--- config.mk ---
export PLATFORM = sky130hd
export DESIGN_NAME = serial_rca
export DESIGN_NICKNAME = d
export VERILOG_FILES = /design/src/rtl/serial_rca.sv
export SDC_FILE = /design/constraint.sdc
export NUM_CORES = 1
export LEC_CHECK = 0
export BUFFER_PORTS_ARGS = -buffer_cell sky130_fd_sc_hd__buf_2
export CAP_MARGIN = 5
export CORE_UTILIZATION = 53
export DETAILED_ROUTE_END_ITERATION = 6
export PLACE_DENSITY_LB_ADDON = 0.25
export SLEW_MARGIN = 10
export SYNTH_ARGS = -nofsm -noshare
export SYNTH_HDL_FRONTEND = slang
export SYNTH_SLANG_ARGS = --single-unit
--- constraint.sdc ---
create_clock -name clk -period 1.7 [get_ports clk]
set_input_delay 0.255 -clock clk [delete_from_list [all_inputs] [get_ports clk]]
set_output_delay 0.255 -clock clk [all_outputs]
set_load 0.005 [all_outputs]
--- src/rtl/serial_rca.sv ---
// -----------------------------------------------------------------------------
// serial_rca
//   Bit-serial ripple-carry adder. Computes {co,s} = a + b + ci one bit per
//   clock, LSB first, through a full adder built from two half adders. The
//   operands are captured on the start edge. s/co (and ovf) update only when
//   the last bit has been processed and otherwise hold their last value.
//
//   Parameters
//     WIDTH    operand / sum width in bits (>= 1)
//
//   Ports
//     clk      sole clock, rising edge
//     reset_n  asynchronous active-low reset
//     start    begin an addition (accepted in IDLE and DONE)
//     a, b     operands (unsigned or two's complement)
//     ci       carry-in
//     busy     high while bits are being processed (state RUN)
//     done     one-cycle pulse marking a new result (state DONE)
//     s        registered sum
//     co       registered carry-out
//     ovf      registered signed overflow (only with SERIAL_RCA_OVF_EN)
//
//   Build option
//     SERIAL_RCA_OVF_EN  when defined, adds port ovf and its logic.
//
//   state | meaning
//   ------+---------------------------------------------------------------
//   IDLE  | waiting for start
//   RUN   | processing bit[cnt]; leaves after the MSB
//   DONE  | result valid pulse; start here chains straight into RUN
// -----------------------------------------------------------------------------
module serial_rca #(
   parameter int WIDTH = 8
) (
   input  logic             clk,
   input  logic             reset_n,
   input  logic             start,
   input  logic [WIDTH-1:0] a,
   input  logic [WIDTH-1:0] b,
   input  logic             ci,
   output logic             busy,
   output logic             done,
   output logic [WIDTH-1:0] s,
   output logic             co
`ifdef SERIAL_RCA_OVF_EN
   ,
   output logic             ovf
`endif
);

   localparam int CW = (WIDTH > 1) ? $clog2(WIDTH) : 1;
   localparam logic [CW-1:0] CNT_LAST = CW'(WIDTH - 1);

   typedef enum logic [1:0] {
      IDLE = 2'd0,
      RUN  = 2'd1,
      DONE = 2'd2
   } state_t;

   state_t           state_q, state_d;
   logic [CW-1:0]    cnt_q, cnt_d;
   logic [WIDTH-1:0] a_sh_q, a_sh_d;
   logic [WIDTH-1:0] b_sh_q, b_sh_d;
   logic [WIDTH-1:0] sum_sh_q, sum_sh_d;
   logic             carry_q, carry_d;
   logic [WIDTH-1:0] s_q, s_d;
   logic             co_q, co_d;
`ifdef SERIAL_RCA_OVF_EN
   logic             ovf_q, ovf_d;
`endif

   // Full adder from two half adders on the current LSBs.
   logic ha1_s, ha1_c, ha2_c, fa_sum, fa_cout;
   assign ha1_s   = a_sh_q[0] ^ b_sh_q[0];
   assign ha1_c   = a_sh_q[0] & b_sh_q[0];
   assign fa_sum  = ha1_s ^ carry_q;
   assign ha2_c   = ha1_s & carry_q;
   assign fa_cout = ha1_c | ha2_c;

   // New sum bit enters at the MSB; after WIDTH shifts the word is aligned.
   logic [WIDTH:0]   sum_cat;
   logic [WIDTH-1:0] sum_next;
   assign sum_cat  = {fa_sum, sum_sh_q};
   assign sum_next = sum_cat[WIDTH:1];

   logic load;
   assign load = start && ((state_q == IDLE) || (state_q == DONE));

   always_comb begin
      state_d  = state_q;
      cnt_d    = cnt_q;
      a_sh_d   = a_sh_q;
      b_sh_d   = b_sh_q;
      sum_sh_d = sum_sh_q;
      carry_d  = carry_q;
      s_d      = s_q;
      co_d     = co_q;
`ifdef SERIAL_RCA_OVF_EN
      ovf_d    = ovf_q;
`endif

      case (state_q)
         IDLE: ;
         RUN: begin
            a_sh_d   = a_sh_q >> 1;
            b_sh_d   = b_sh_q >> 1;
            sum_sh_d = sum_next;
            carry_d  = fa_cout;
            cnt_d    = cnt_q + CW'(1);
            if (cnt_q == CNT_LAST) begin
               state_d = DONE;
               cnt_d   = '0;
               s_d     = sum_next;
               co_d    = fa_cout;
`ifdef SERIAL_RCA_OVF_EN
               // carry_q is the carry into the MSB at this point.
               ovf_d   = carry_q ^ fa_cout;
`endif
            end
         end
         DONE:    state_d = IDLE;
         default: state_d = IDLE;
      endcase

      // Start is only honoured outside RUN so running operands stay intact.
      if (load) begin
         state_d = RUN;
         cnt_d   = '0;
         a_sh_d  = a;
         b_sh_d  = b;
         carry_d = ci;
      end
   end

   always_ff @(posedge clk or negedge reset_n) begin
      if (!reset_n) begin
         state_q  <= IDLE;
         cnt_q    <= '0;
         a_sh_q   <= '0;
         b_sh_q   <= '0;
         sum_sh_q <= '0;
         carry_q  <= 1'b0;
         s_q      <= '0;
         co_q     <= 1'b0;
`ifdef SERIAL_RCA_OVF_EN
         ovf_q    <= 1'b0;
`endif
      end else begin
         state_q  <= state_d;
         cnt_q    <= cnt_d;
         a_sh_q   <= a_sh_d;
         b_sh_q   <= b_sh_d;
         sum_sh_q <= sum_sh_d;
         carry_q  <= carry_d;
         s_q      <= s_d;
         co_q     <= co_d;
`ifdef SERIAL_RCA_OVF_EN
         ovf_q    <= ovf_d;
`endif
      end
   end

   assign busy = (state_q == RUN);
   assign done = (state_q == DONE);
   assign s    = s_q;
   assign co   = co_q;
`ifdef SERIAL_RCA_OVF_EN
   assign ovf  = ovf_q;
`endif

endmodule

; Word level (Yosys, flattened, before mapping)
; Index checks and enable logic that the tools add are counted.
[word_totals]
register_bits = 39
inputBits = 20
output_inout_bits = 11
word_cells = 37
[op_classes]
addsub = 1
eq_ne = 5
mux = 12
bitwise_logic = 5
n_reduce_logical = 6
[op_table]
columns = cell, n
row1 = 2-to-1 mux 8 bit, 4
row2 = 2-to-1 mux 3 bit, 3
row3 = 2-to-1 mux 2 bit, 2
row4 = one-hot mux 2 bit (2 select lines), 1
row5 = AND reduction 2 bit, 2
row6 = "adder 3 x 1 -> 3 bit, second input constant", 1
row7 = "equality test 3 bit, second input constant", 1
row8 = "inequality test 3 x 1 -> 1 bit, second input constant", 1
row9 = bitwise AND 1 bit, 2
row10 = "equality test 2 x 1 -> 1 bit, second input constant", 1
row11 = "equality test 2 bit, second input constant", 1
row12 = zero test 2 bit, 1
row13 = 2-to-1 mux 1 bit, 2
row14 = "inequality test 2 bit, second input constant", 1
row15 = nonzero test 2 bit, 1
row16 = XOR 1 bit, 2
row17 = logical AND 1 bit, 1
row18 = logical OR 1 bit, 1
row19 = bitwise OR 1 bit, 1

; Longest topological paths before layout
; Gate-level depths: netlist of run 1.
[depth]
ltp_word = 5
ltp_mapped = 7

; Worst setup path after synthesis of run 1
; Ideal clock, no wire load.
[synth_path]
path_type = reg2reg
from = reg cnt_q[0]
to = reg co_q (netlist: co)
arrival_time_ns = 1.249
t_required_ns = 1.575
slack_ns = 0.326
path_stages_with_launch = 5
n_path_buf = 0
synth_period_minus_slack_ns = 1.374
cell_sequence = dfrtp_1 > ha_1 > ha_1 > nand2_8 > mux2_4
[synth_between]
elab_chain_cells = 2
[synth_lines]
columns = item, line_no
row1 = "start, declared", 61  ; logic [CW-1:0] cnt_q, cnt_d;
row2 = "start signal, assigned", 150  ; cnt_q <= cnt_d;
row3 = equality test 3 bit, 110  ; if (cnt_q == CNT_LAST) begin
row4 = AND reduction 2 bit (no source line), -
row5 = "end signal, assigned", 156  ; co_q <= co_d;
row6 = "end, declared", 67  ; logic co_q, co_d;
; Every way passes these cells.
; A chain may end at the register's enable or synchronous reset.

; Worst setup path after layout of run 1
[layout_path]
from = reg state_q[1]
to = out busy
[layout_between]
elab_chain_cells = 1
[layout_lines]
columns = item, line_no
row1 = "start, declared", 60  ; state_t state_q, state_d;
row2 = "start signal, assigned", 149  ; state_q <= state_d;
row3 = equality test 2 x 1 -> 1 bit, 163  ; assign busy = (state_q == RUN);
row4 = "end, declared", 41  ; output logic busy,
; Every way passes these cells.

==> flow_summary_export.csv, run 1 <==
group,metric,value,unit
floorplanning,fp.dieArea,3605,sq um
clocking,cts_tree,"done",
yosys,synth_top_area_share,0.5326,
critical_path,critical_path.top_delay_family,"flip-flops",
critical_path,cp_num_buf_inv,2,
critical_path,critPathSlowestCell,"dfrtp_1",
timing,slew_headroom,0.6789,
pwr,switchingPower,0.001280,W
critical_path,arrival,1270,ps
yosys,yosysTopAreaCell,"dfrtp_1",
timing,period_needed,1525,ps
worst_hold_path,worstHoldPathCells,2,
critical_path,cp.depth,3,
finish,layout_commonest_cell,"dfrtp_1",
pwr,seqPwrFrac,0.461,
clocking,cts.sinks,38,
timing,max_freq,655.6,MHz
critical_path,setup.worst_path.class,"reg -> out",
routing,wl_per_cell,14.00,microns
global_route,grt.overflow.total,0,
routing,vias,1244,
critical_path,worst_r2r_path_depth,5,
timing,fin_tns_setup,0,ps
yosys,yosysWarnings,0,
critical_path,crit_path_end_kind,"primary output",
finish,final_nets,210,
pwr,switching_share,0.3646,
critical_path,required,1440,ps
floorplanning,start_util,0.5708,
pwr,pwr-share-clk,0.122,
routing,ant_nets,0,
finish,area_growth,13.24,%
yosys,synth_area,1785,sq um
finish,final_cell_mix,"38 x dfrtp_1, 30 x buf_2, 22 x nand2_1",
yosys,netlist_instances,157,
critical_path,critPathMaxFanout,17,
placed_design,dp_hpwl,2.327,mm
worst_hold_path,worst_hold_path_type,"in -> reg",
floorplanning,die_w,60.04,microns
pwr,p_int,0.002232,W
critical_path,cpPeakStageDelay,400,ps
floorplanning,core,3128,sq um
pwr,power.density,1737,nW/um^2
yosys,syn_area_per_cell,11.37,sq um
clocking,htree_levels,2,
yosys,synth-edff-count,0,
global_route,grt_pass1_vias,1310,
routing,drt_iter0_markers,44,
timing,period_share,0.8972,
yosys,ys_types,26,
routing,wl,3.234,mm
floorplanning,io_pins,31,
clocking,root_buffer,"clkbuf_4",
clocking,cts_buffer_depth,2,
timing,tightestPinTransition,481.6,ps
yosys,postSynth.asyncResetShare,1.000,
critical_path,crit_chain,"nand2b_4, inv_8, buf_2",
timing,setup_violations,0,
clocking,cts_made_buffers,5,
finish,n_antenna_cell,0,
global_route,grt_max_degree,25,
clocking,cts.clk_slew.worst_paths,110,ps
floorplanning,die_h,60.04,microns
timing,finalMaxSlewViolations,0,
timing,skew,9.329,ps
critical_path,worstSetupStartpointType,"register",
placed_design,gp_congestion,0.7290,
placed_design,placed_area,1964,sq um
global_route,track_usage,0.2164,
placed_design,port_buffers,30,
yosys,synth_seq_cells,38,
yosys,synth_nets,180,
timing,rsz0062_at_grt,"no",
yosys,synth-seq-area-share,0.5326,
run,drv_cap,0,
routing,drtPass1Iterations,4,
global_route,antenna_found_initial,0,
finish,fin_area,2022,sq um
timing,whs,135.4,ps
pwr,ir_drop,0.0007877,V
outcome,status,"finished, final reports clean",
finish,fillCellCount,268,
clocking,clock_latency,340,ps
global_route,grt_pass1_wl,5.589,mm
yosys,synth_area_leaders,"dfrtp_1 53%, mux2_4 7.6%, mux2i_1 5.0%",
routing,drc,0,
yosys,synth_flop_cell,"dfrtp_1",
pwr,leakagePower,0.9736,nW
finish,drive_gt1_frac,0.2941,
timing,hold_viol_final,0,
pwr,pwr-share-comb,0.417,
routing,vias_per_cell,5.385,
floorplanning,fp-row-count,20,
## power groups by stage
stage / combinational, W / sequential [W] / clock (W)
2_1_floorplan: 0.00117 / 0.00156 / 0
3_3_place_gp: 0.00140 / 0.00161 / 0
3_5_place_dp: 0.00147 / 0.00164 / 0
4_1_cts: 0.00148 / 0.00163 / 0.000444
5_1_grt: 0.00163 / 0.00168 / 0.000484
6_report: 0.00146 / 0.00162 / 0.000427
## cell type report
type / count / area (sq um) / area share
Clock buffer: 5 / 37.54 / 0.01856
Clock inverter: 2 / 10.01 / 0.004950
Inverter: 2 / 15.01 / 0.007426
Multi-Input combinational cell: 105 / 750.7 / 0.3713
Sequential cell: 38 / 950.9 / 0.4703
Tap cell: 44 / 55.05 / 0.02723
Timing Repair Buffer: 35 / 202.7 / 0.1002
## stage by stage
| step | utilization | total power (W) | worst slack, ps | std cells |
|---|---|---|---|---|
| after floorplan | - | 0.002738 | 325.6 | 157 |
| final | 0.6464 | 0.003512 | 174.7 | 231 |
| after CTS | 0.6464 | 0.003553 | 146.0 | 231 |
| after global routing | 0.6464 | 0.003800 | 87.63 | 231 |
| after global placement | 0.6280 | 0.003012 | 287.7 | 223 |
| after detailed placement | 0.6280 | 0.003117 | 240.5 | 223 |
## registers in the layout, summed over array words and instances (netlist names)
register	flops
co	1
carry_q	1
state_q	2
a_sh_q	8
sum_sh_q	7
b_sh_q	8
s	8
cnt_q	3
## path summary, 6_finish.rpt
check	end	slack (ps)	startpoint
max	busy	170	state_q[1]
min	b_sh_q[7]	140	b[7]
max reg2reg	cnt_q[0]	220	cnt_q[1]
min reg2reg	sum_sh_q[1]	500	sum_sh_q[1]
max in group asynchronous	a_sh_q[1]	840	reset_n
min in group asynchronous	sum_sh_q[4]	390	reset_n
## synth_stat cells (5+ instances only)
master / number
nand2_1: 22
a22o_1: 5
mux2i_1: 9
o22ai_1: 6
buf_2: 7
mux2_4: 9
dfrtp_1: 38
a211oi_1: 8
nor3_1: 6
nor2_1: 9
nor2b_1: 10
a21oi_1: 8
## kinds of logic after synthesis
family / after synthesis / share of synthesized area
AO/OA/AOI/OAI: 30 / 0.1114
AND/OR/NAND/NOR: 52 / 0.1451
adder cells (fa/ha/maj): 3 / 0.02523
multiplexers: 20 / 0.1388
flip-flops: 38 / 0.5326
buffers and inverters: 14 / 0.04695
## layer usage
metal	track usage	routed length [microns]
met5	0	0
met2	0.3857	1732
met1	0.2307	1331
met4	0.1130	60
met3	0.06061	109
## repair_timing
item	in CTS	in global routing
hold buffers	1	0
setup buffers	0	0
resized for setup	0	0
endpoints found under the hold margin	19	0
endpoints found under the setup margin	0	0
Power figures use the tool's default switching activity.
==> run 2: changes to the inputs <==
--- a/config.mk
+++ b/config.mk
@@ -5,6 +5,7 @@
 export SDC_FILE = /design/constraint.sdc
 export NUM_CORES = 1
 export LEC_CHECK = 0
+export ABC_AREA = 1
 export BUFFER_PORTS_ARGS = -buffer_cell sky130_fd_sc_hd__buf_2
 export CAP_MARGIN = 5
 export CORE_UTILIZATION = 53
==> flow_summary_export.csv, run 2 <==
group,metric,value,unit
outcome,status,"finished, final reports clean",
finish,final_nets,276,
yosys,postSynth.asyncResetShare,1.000,
critical_path,worstSetupStartpointType,"register",
global_route,antenna_found_initial,0,
clocking,cts_made_buffers,5,
clocking,clock_latency,340,ps
critical_path,reg2reg_to,"co",
timing,finalMaxSlewViolations,0,
global_route,grt.overflow.total,0,
placed_design,dp_hpwl,2.145,mm
timing,setup_slack,165.1,ps
global_route,grt_pass1_vias,1218,
finish,layout_commonest_cell,"nand2_1",
global_route,grt_util_met2,0.3194,
pwr,ir_drop,0.0006704,V
routing,wl,3.085,mm
finish,drive_gt1_frac,0.1976,
timing,period_needed,1535,ps
routing,wl_per_cell,10.39,microns
finish,multi_input_area,629.4,sq um
global_route,track_usage,0.2040,
routing,vias_per_cell,4.613,
floorplanning,die_h,59.39,microns
finish,n_antenna_cell,0,
placed_design,pre_cts_ws,273.5,ps
clocking,htree_levels,2,
yosys,synth-seq-area-share,0.5448,
yosys,yosysWarnings,0,
timing,fin_tns_setup,0,ps
critical_path,rr_startpoint,"cnt_q[0]",
floorplanning,die_w,59.39,microns
placed_design,placed_area,1939,sq um
yosys,ys_types,14,
floorplanning,fp-row-count,20,
routing,drc,0,
finish,seq_area,952.2,sq um
timing,skew,5.490,ps
critical_path,arrival,1280,ps
yosys,synth.most_common_cell,"nand2_1",
placed_design,gp_congestion,0.8322,
clocking,post_cts_buffers,0,
floorplanning,core,3078,sq um
yosys,yosysTopAreaCell,"dfrtp_1",
routing,ant_nets,0,
critical_path,crit_path_end_kind,"primary output",
worst_hold_path,min_to,"a_sh_q[7]",
timing,max_freq,651.5,MHz
yosys,synth_seq_cells,38,
yosys,syn_area_per_cell,8.007,sq um
finish,final_cell_mix,"91 x nand2_1, 37 x dfrtp_1, 30 x inv_1, 30 x buf_2, 22 x nand3_1",
critical_path,required,1440,ps
clocking,root_buffer,"clkbuf_4",
worst_hold_path,worstHoldPathCells,3,
pwr,leakagePower,1.187,nW
finish,fillCellCount,282,
yosys,synth_top_area_share,0.5448,
finish,area_growth,16.42,%
floorplanning,fp.dieArea,3527,sq um
finish,fin_area,2032,sq um
critical_path,setup.worst_path.class,"reg -> out",
yosys,synthTopCellsByCount,"91 x nand2_1, 38 x dfrtp_1, 30 x inv_1",
clocking,cts.clk_slew.worst_paths,110,ps
routing,drtPass1Iterations,4,
yosys,synth_flop_cell,"dfrtp_1",
pwr,totalPowerFinal,0.003517,W
clocking,cts_tree,"done",
run,drv_cap,0,
clocking,cts.sinks,38,
yosys,synth_area_leaders,"dfrtp_1 54%, nand2_1 20%, inv_1 6.5%",
yosys,netlist_instances,218,
global_route,grt_util_met3,0.05240,
worst_hold_path,hp-start,"a[7]",
pwr,power.density,1731,nW/um^2
timing,rsz0062_at_grt,"no",
critical_path,critPathMaxFanout,12,
global_route,grt_busiest_layer,"met2",
routing,vias,1370,
global_route,grt_max_degree,39,
critical_path,reg2reg_slack,320,ps
timing,period_share,0.9029,
worst_hold_path,worst_hold_path_type,"in -> reg",
timing,hold_viol_final,0,
floorplanning,io_pins,31,
timing,tightestPinTransition,454.1,ps
clocking,cts_buffer_depth,2,
floorplanning,start_util,0.5671,
global_route,grt.met1_usage,0.2661,
yosys,synth_area,1745,sq um
timing,slew_headroom,0.6973,
critical_path,worst_r2r_path_depth,6,
placed_design,port_buffers,30,
yosys,synth_nets,241,
routing,drt_iter0_markers,45,
global_route,grt_pass1_wl,5.181,mm
timing,setup_violations,0,
yosys,synth-edff-count,0,
[run 2: changes by cell type after synthesis, moves of 8 or more]
cell      delta
nand2_1     +69
nor2b_1     -10
nand3_1     +20
mux2i_1      -9
a211oi_1     -8
o21ai_0     +14
mux2_4       -9
a21oi_1      -8
inv_1       +29
[run 2: what timing repair did]
action,CTS,global route
gates resized for setup,0,1
endpoints found under the hold margin,38,0
hold buffers,1,0
endpoints found under the setup margin,0,1
[run 2: how the worst max path moves through the flow]
stage                           from    to  slack [ps]  cells past startpoint
after CTS                 state_q[0]  busy          10                      3
after floorplan             cnt_q[0]  s[1]         460                      5
final                     state_q[0]  busy         170                      3
after global routing      state_q[0]  busy          70                      3
after detailed placement  state_q[0]  s[2]         270                      5
after global placement    state_q[0]    co         300                      6
[run 2: cell type report]
| class | count | share of cell area |
|---|---|---|
| sequential | 38 | 0.4686 |
| multi-input combinational | 140 | 0.3097 |
| timing repair buffer | 35 | 0.09360 |
| inverter | 33 | 0.06096 |
| tap | 44 | 0.02709 |
| clock buffer | 6 | 0.02525 |
| clock inverter | 1 | 0.01478 |
[run 2: cell families (layout without fill, tap and decap cells)]
kind of cell	count (synthesis)	in the layout	share of synthesized area
adder cells (fa/ha/maj)	3	3	0.02580
AND/OR/NAND/NOR	121	121	0.2889
flip-flops	38	38	0.5448
AO/OA/AOI/OAI	16	16	0.04588
buffers and inverters	40	75	0.09462
[run 2: metal layers]
layer,up-vias,wire (microns)
met1,604,1557
li1,732,-
met2,28,1358
met3,6,110
met4,0,58
met5,-,0
[run 2: critical path, cell delays in order (launching register included)]
cell	delay, ps
dfrtp_2	510
inv_2	140
nor2_4	150
buf_2	130
[run 2: power by group]
group / switching, W / internal [W] / leakage [nW]
clock network: 0.000279 / 0.000342 / 0.0443
registers: 0.000247 / 0.00132 / 0.476
logic: 0.000812 / 0.000521 / 0.666
total: 0.00134 / 0.00218 / 1.19
[run 2: through the flow]
stage            util  std cells  hold WS, ps
6_report       0.6602        297        107.7
5_1_grt        0.6602        297        104.9
4_1_cts        0.6598        297        93.54
3_5_place_dp   0.6301        289        323.3
3_3_place_gp   0.6301        289        322.3
2_1_floorplan       -        218       -40.59
==> run 3: changes to the inputs <==
==> constraint.sdc (replaced) <==
create_clock -name clk -period 1.9 [get_ports clk]
set_input_delay 0.285 -clock clk [delete_from_list [all_inputs] [get_ports clk]]
set_output_delay 0.285 -clock clk [all_outputs]
set_load 0.005 [all_outputs]
==> flow_summary_export.csv, run 3 (synthesis gave the netlist of run 2 again) <==
group,metric,value,unit
outcome,status,"finished, final reports clean",
pwr,ir_drop,0.0005569,V
critical_path,worstSetupStartpointType,"register",
timing,max_freq,600.2,MHz
timing,hold_viol_final,0,
routing,vias,1398,
timing,period_share,0.8769,
placed_design,port_buffers,30,
routing,wl_per_cell,10.84,microns
clocking,htree_levels,2,
clocking,clock_latency,340,ps
placed_design,dp_hpwl,2.306,mm
clocking,cts_tree,"done",
floorplanning,core,3078,sq um
finish,final_cell_mix,"91 x nand2_1, 38 x dfrtp_1, 30 x inv_1, 30 x buf_2, 22 x nand3_1",
pwr,power.density,1500,nW/um^2
critical_path,crit_path_end_kind,"register",
critical_path,arrival,1950,ps
pwr,seqPwrFrac,0.465,
clocking,post_cts_buffers,0,
routing,drtPass1Iterations,4,
timing,setup_violations,0,
floorplanning,fp.dieArea,3527,sq um
global_route,track_usage,0.2157,
critical_path,worst_r2r_path_depth,6,
pwr,p_int,0.001804,W
routing,wl,3.208,mm
timing,tightestPinTransition,376.0,ps
placed_design,placed_area,1937,sq um
clocking,cts_buffer_depth,2,
critical_path,reg2reg_to,"b_sh_q[4]",
clocking,cts.clk_slew.worst_paths,100,ps
finish,final_cell_count_no_fill,296,
routing,vias_per_cell,4.723,
global_route,grt.overflow.total,0,
pwr,pwr-share-comb,0.393,
worst_hold_path,hp-start,"b[7]",
global_route,grt_max_degree,39,
worst_hold_path,min_to,"b_sh_q[7]",
global_route,grt_pass1_vias,1257,
critical_path,rr_startpoint,"state_q[0]",
routing,ant_nets,0,
timing,skew,6.603,ps
critical_path,setup.worst_path.class,"reg -> reg",
finish,fin_area,2007,sq um
floorplanning,fp-row-count,20,
timing,whs,138.3,ps
critical_path,reg2reg_slack,230,ps
pwr,switching_share,0.4007,
pwr,switchingPower,0.001206,W
pwr,totalPowerFinal,0.003010,W
clocking,cts.sinks,38,
finish,drive_gt1_frac,0.1865,
floorplanning,start_util,0.5671,
timing,period_needed,1666,ps
timing,rsz0062_at_grt,"no",
timing,slew_headroom,0.7494,
pwr,leakagePower,1.174,nW
global_route,grt_pass1_wl,5.395,mm
clocking,cts_made_buffers,5,
run,drv_cap,0,
pwr,pwr-share-clk,0.142,
floorplanning,die_w,59.39,microns
finish,layout_commonest_cell,"nand2_1",
critical_path,required,2190,ps
routing,drc,0,
routing,drt_iter0_markers,63,
floorplanning,io_pins,31,
worst_hold_path,worst_hold_path_type,"in -> reg",
placed_design,placed_cells,287,
timing,finalMaxSlewViolations,0,
floorplanning,die_h,59.39,microns
timing,fin_tns_setup,0,ps
global_route,antenna_found_initial,0,
finish,final_nets,274,
placed_design,gp_congestion,0.9223,
finish,area_growth,14.98,%
critical_path,critPathMaxFanout,18,
clocking,cts_hold_buf,1,
finish,n_antenna_cell,0,
clocking,cts_resized,0,
clocking,root_buffer,"clkbuf_4",
worst_hold_path,worstHoldPathCells,3,
run 3: worst max-delay path, cell delays in order (launching register included):
cell	delay, ps
dfrtp_1	580
inv_2	160
nand2_2	270
nand2_4	130
inv_2	250
nand2_1	120
nand2_1	100
run 3: power by group through the flow:
stage	Combinational [W]	Sequential (W)	Clock [W]
after floorplan	0.000903	0.00136	0
after global placement	0.00114	0.00140	0
after detailed placement	0.00120	0.00141	0
after CTS	0.00121	0.00140	0.000443
after global routing	0.00139	0.00144	0.000482
final	0.00118	0.00140	0.000428
run 3: area by class of cell:
class	count	area [sq um]
Multi-Input combinational cell	140	629.4
Clock buffer	7	55.05
Tap cell	44	55.05
Inverter	33	123.9
Fill cell	292	1071
Timing Repair Buffer	33	187.7
Sequential cell	38	950.9
Clock inverter	1	5.005
run 3: worst max path at each step:
stage | startpoint | end | slack (ps) | cells past startpoint
floorplan | cnt_q[0] | s[1] | 660 | 5
global placement | state_q[0] | b_sh_q[4] | 370 | 6
detailed placement | state_q[0] | carry_q | 300 | 6
CTS | state_q[0] | busy | 210 | 3
global route | state_q[0] | b_sh_q[4] | 80 | 6
finish | state_q[0] | b_sh_q[4] | 230 | 6
run 3: metal layers:
metal  global-route usage  vias to the layer above  routed length [microns]
met4              0.09864                        0                       56
li1                     -                      724                        -
met3              0.07424                        7                      161
met2               0.3451                       41                     1545
met5                    0                        -                        0
met1               0.2618                      626                     1445
run 3: through the flow:
step	util	worst slack [ps]
2_1_floorplan	-	658.3
3_3_place_gp	0.6293	366.7
3_5_place_dp	0.6293	299.2
4_1_cts	0.6520	208.7
5_1_grt	0.6520	78.05
6_report	0.6520	233.9
